<file path="src/rtl/coef_vector_assembler.sv">
// Collects sparse (position, value) coefficient pairs into a dense, zero-filled
// vector and holds it behind a valid/ready handshake until downstream consumes it.
module coef_vector_assembler #(
  parameter int N                 = 16,
  parameter int DATA_WIDTH        = 16,
  parameter int BITS_FOR_POSITION = 4,
  parameter int K_MAX             = 16
) (
  input  logic                         clk,
  input  logic                         rst_n,
  input  logic                         start,
  input  logic                         coef_valid,
  output logic                         coef_ready,
  input  logic [BITS_FOR_POSITION-1:0] coef_pos,
  input  logic [DATA_WIDTH-1:0]        coef_value,
  input  logic                         coef_last,
  output logic [DATA_WIDTH*N-1:0]      x_out,
  output logic                         x_valid,
  input  logic                         x_ready,
  output logic                         err_pos,
  output logic                         err_count,
  output logic [1:0]                   dbg_state
);

  // Handshakes: a transfer happens on a rising edge where valid & ready are both 1.
  // coef_ready/x_valid are flops, so ready never depends combinationally on valid.
  localparam int CW = $clog2(K_MAX + 1);
  localparam logic [BITS_FOR_POSITION:0] LP_N    = (BITS_FOR_POSITION + 1)'(N);
  localparam logic [CW-1:0]              LP_KMAX = CW'(K_MAX);

  typedef enum logic [1:0] {
    S_IDLE    = 2'd0,
    S_COLLECT = 2'd1,
    S_HOLD    = 2'd2
  } state_t;

  state_t                r_state;
  state_t                w_next;
  logic [DATA_WIDTH-1:0] r_vec [N];
  logic [CW-1:0]         r_count;
  logic [CW-1:0]         w_count_inc;
  logic                  r_coef_ready;
  logic                  r_x_valid;
  logic                  r_err_pos;
  logic                  r_err_count;
  logic                  w_hs;
  logic                  w_pos_ok;
  logic                  w_hit_kmax;
  logic                  w_close;
  logic                  w_start;

  // r_coef_ready is high exactly while in COLLECT, so it doubles as the state qualifier.
  assign w_hs        = coef_valid & r_coef_ready;
  assign w_pos_ok    = ({1'b0, coef_pos} < LP_N);
  assign w_count_inc = r_count + CW'(1);
  assign w_hit_kmax  = (w_count_inc == LP_KMAX);
  assign w_close     = w_hs & (coef_last | w_hit_kmax);
  assign w_start     = (r_state == S_IDLE) & start;

  always_ff @(posedge clk) begin
    if (!rst_n) r_state <= S_IDLE;
    else        r_state <= w_next;
  end

  always_comb begin
    w_next = r_state;
    case (r_state)
      S_IDLE:    if (start)   w_next = S_COLLECT;
      S_COLLECT: if (w_close) w_next = S_HOLD;
      S_HOLD:    if (x_ready) w_next = S_IDLE;
      default:                w_next = S_IDLE;
    endcase
  end

  always_ff @(posedge clk) begin
    if (!rst_n) begin
      r_coef_ready <= 1'b0;
      r_x_valid    <= 1'b0;
      r_err_pos    <= 1'b0;
      r_err_count  <= 1'b0;
      r_count      <= '0;
      for (int i = 0; i < N; i++) r_vec[i] <= '0;
    end else begin
      r_coef_ready <= (w_next == S_COLLECT);
      r_x_valid    <= (w_next == S_HOLD);
      if (w_start) begin
        r_err_pos   <= 1'b0;
        r_err_count <= 1'b0;
        r_count     <= '0;
        for (int i = 0; i < N; i++) r_vec[i] <= '0;
      end else if (w_hs) begin
        r_count <= w_count_inc;
        if (!w_pos_ok) r_err_pos <= 1'b1;
        if (w_hit_kmax && !coef_last) r_err_count <= 1'b1;
        // Out-of-range positions match no slot and are dropped here.
        for (int i = 0; i < N; i++)
          if (coef_pos == BITS_FOR_POSITION'(i)) r_vec[i] <= coef_value;
      end
    end
  end

  // Slot 0 occupies the most significant word.
  always_comb begin
    x_out = '0;
    for (int i = 0; i < N; i++)
      x_out[N*DATA_WIDTH - i*DATA_WIDTH - 1 -: DATA_WIDTH] = r_vec[i];
  end

  assign coef_ready = r_coef_ready;
  assign x_valid    = r_x_valid;
  assign err_pos    = r_err_pos;
  assign err_count  = r_err_count;
  assign dbg_state  = r_state;

endmodule

</file>
<file path="config.mk">
export PLATFORM = sky130hd
export DESIGN_NAME = coef_vector_assembler
export DESIGN_NICKNAME = d
export VERILOG_FILES = /design/src/rtl/coef_vector_assembler.sv
export SDC_FILE = /design/constraint.sdc
export NUM_CORES = 1
export LEC_CHECK = 0
export ABC_AREA = 0
export CAP_MARGIN = 30
export CELL_PAD_IN_SITES_DETAIL_PLACEMENT = 0
export CELL_PAD_IN_SITES_GLOBAL_PLACEMENT = 1
export CORE_UTILIZATION = 42
export CTS_BUF_LIST = sky130_fd_sc_hd__clkbuf_8
export DETAILED_ROUTE_END_ITERATION = 10
export MAX_ROUTING_LAYER = met4
export PLACE_DENSITY_LB_ADDON = 0.1
export SLEW_MARGIN = 20
export SYNTH_ARGS = -nofsm -noshare
export SYNTH_HDL_FRONTEND = slang
export SYNTH_SLANG_ARGS = --single-unit
</file>
<file path="constraint.sdc">
create_clock -name clk -period 6.7 [get_ports clk]
set_input_delay 1.34 -clock clk [delete_from_list [all_inputs] [get_ports clk]]
set_output_delay 1.34 -clock clk [all_outputs]
set_load 0.005 [all_outputs]
</file>
==> impl_metrics.tcl <==
set metrics [dict create \
    first_pass_iters 4 \
    fin_setup_tns_ns 0 \
    drc 0 \
    r2r_start "coef_ready" \
    finalSetupViolations 0 \
    swShare 0.232 \
    io_pins 288 \
    cp.required_ns 6.84 \
    dieArea_um2 24600 \
    grt_pass1_wl_mm 40.7 \
    start_util 0.429 \
    grt_pass1_vias 6591 \
    htree_num_levels 2 \
    synth_warnings 0 \
    synth_edf_count 240 \
    fmax_mhz 277 \
    rows 56 \
    drv_slew 0 \
    leakage_nw 4.99 \
    die_height_um 157 \
    clk_latency_ns 0.53 \
    yosysTopAreaCell "edfxtp_1" \
    cts_sinks 266 \
    cts_max_path_buffers 3 \
    worst_slew_pin_slew_ns 0.942 \
    hold_viol_final 0 \
    diodes 0 \
    wl_mm 28.3 \
    antenna_found_initial 0 \
    pwr-share-clk 0.353 \
    ys_ff_latch 266 \
    cts_resized 0 \
    finalCritPeriodShare 0.539 \
    dpl.hpwl_mm 18.8 \
    drt_iter0_markers 425 \
    synth_top_area_share 0.715 \
    crit_chain "buf_2, inv_2, or3_2, o21ai_2" \
    min_from "err_count" \
    async_flop_share 0 \
    cp_slowest_cell "or3_2" \
    areaGrowthSynthToFinish_pct 39.7 \
    cp-startpoint "rst_n" \
    min_path_type "reg2reg" \
    vias 6893 \
    hold_buffers 0 \
    fillers 1914 \
    max_slew_margin 0.372 \
    internal-power_w 0.00278 \
    finalPower_w 0.00362 \
    gr-usage-all-layers 0.236 \
    cts_tree "built" \
    clkTransAtPathRegs_ns 0.06 \
    synth_flop_cell "edfxtp_1" \
    syn_nets 772 \
    startpoint_type "input port" \
    syn-instance-count 745 \
    gr-total-overflow 0 \
    rsz0062_at_grt "false" \
    outcome "finished clean" \
    cts_buffers 43 \
    cts-root-buf "clkbuf_8" \
    skew_ns 0.0133 \
    seqPwrFrac 0.540 \
    core_um2 23500 \
    ys_top_cells_by_area "edfxtp_1 (72%), nor2_1 (7.9%), dfxtp_1 (5.2%), nand2_1 (2.7%), and2_1 (2.0%)" \
    synth_area_per_cell_um2 13.5 \
    seqCellArea_um2 7730 \
    end_kind "flip-flop" \
    synthesis.area_um2 10100 \
    yosysSeqAreaShare 0.767 \
    synthDistinctLibCells 40 \
    power_density_nw_per_um2 257 \
    period_minus_slack_ns 3.61 \
    crit_path_max_incr_delay_ns 0.76 \
    grt_start_max_net_pins 55 \
    worst_ep_arrival_time_ns 3.76 \
    io_buffers 286 \
    peakVddDrop_mv 0.150 \
    post_cts_buffers 0 \
    p_switching_w 0.000840 \
    drv_cap 0 \
    critPathKind "in2reg" \
    path_max_fanout 54 \
    drive_above_1_share 0.0873 \
    yosysMostFrequentCell "edfxtp_1" \
    avgViaCountPerCell 4.94 \
    wl_per_cell_um 20.2 \
    synth_commonest_cells "edfxtp_1 (240), nor2_1 (211), nand2_1 (72)" \
    chipWidth_um 157 \
    multi_input_area_um2 2120 \
    nets 1073 \
    drtAntennaViolNets 0 \
    pwr-share-comb 0.107 \
    place.gp.congestion 0.778 \
]
## layer usage
metal | GRT usage | up-vias | wire length (um)
met5 | - | - | 0
met4 | 0.0845 | 0 | 824
met3 | 0.0534 | 53 | 2220
met2 | 0.361 | 310 | 13100
met1 | 0.309 | 3327 | 12100
li1 | - | 3203 | -
## path summary, 6_finish.rpt
kind | end | slack (ns) | cells after the start
worst min register to register | err_count | 0.46 | 2
worst min-delay path | err_count | 0.46 | 2
worst max register to register | r_vec[1][110] | 4.24 | 3
worst max-delay path | r_vec[1][26] | 3.09 | 4
## power by group through the flow
| stage | clock, W | sequential (W) | combinational [W] |
|---|---|---|---|
| 5_1_grt | 0.00137 | 0.00196 | 0.000413 |
| 3_5_place_dp | 0 | 0.00199 | 0.000388 |
| 2_1_floorplan | 0 | 0.00200 | 0.0000901 |
| 6_report | 0.00128 | 0.00195 | 0.000388 |
| 4_1_cts | 0.00130 | 0.00196 | 0.000390 |
| 3_3_place_gp | 0 | 0.00199 | 0.000385 |
## final cells by class
cell class / instances / area share
Inverter: 4 / 0.00107
Multi-Input combinational cell: 427 / 0.150
Clock buffer: 49 / 0.0479
Tap cell: 319 / 0.0284
Timing Repair Buffer: 304 / 0.215
Clock inverter: 27 / 0.00782
Sequential cell: 266 / 0.549
## flip-flops by register name (all words and copies together), names as in the netlist
name / count
r_vec: 256
dbg_state: 2
x_valid: 1
r_count: 5
coef_ready: 1
err_count: 1
## cells by family after synthesis
kind of cell,count (synthesis),synth area share
buf+inv,52,0.0257
compound gates,28,0.0161
other cells,1,0.000372
simple gates,378,0.171
xor+xnor,3,0.00261
flops,266,0.767
mux,16,0.0159
fa+ha+maj,1,0.00124
## stage by stage
stage | util | setup WS, ns | instance area, um^2 | instances | hold slack (ns)
2_1_floorplan | - | 2.86 | 10100 | 745 | 0.442
3_3_place_gp | 0.563 | 2.19 | 13200 | 1314 | 0.455
3_5_place_dp | 0.565 | 2.55 | 13300 | 1317 | 0.449
4_1_cts | 0.598 | 3.11 | 14000 | 1393 | 0.468
5_1_grt | 0.600 | 2.91 | 14100 | 1396 | 0.498
6_report | 0.600 | 3.09 | 14100 | 1396 | 0.461
## worst max-delay path: cells and delay by family
kind	cells	cell delay (ns)
buf+inv	2	0.89
simple gates	1	0.76
compound gates	1	0.72
## placed cells by master, fill, tap and decap left out, types with 3 or more instances in the layout
cell             count
clkinv_2             4
nand4_1              4
o21ai_1              8
mux2i_1             16
dfxtp_1             26
nand2_1             72
edfxtp_1           240
clkbuf_8            49
nor4_4               3
buf_4               12
a21oi_1              4
nor2_1             211
or3_1                3
o21ai_2              7
and2_1              32
clkdlybuf4s50_1    285
buf_6                4
nand3_1             35
inv_1               23
Note: power is estimated with default switching activity, not from simulation.
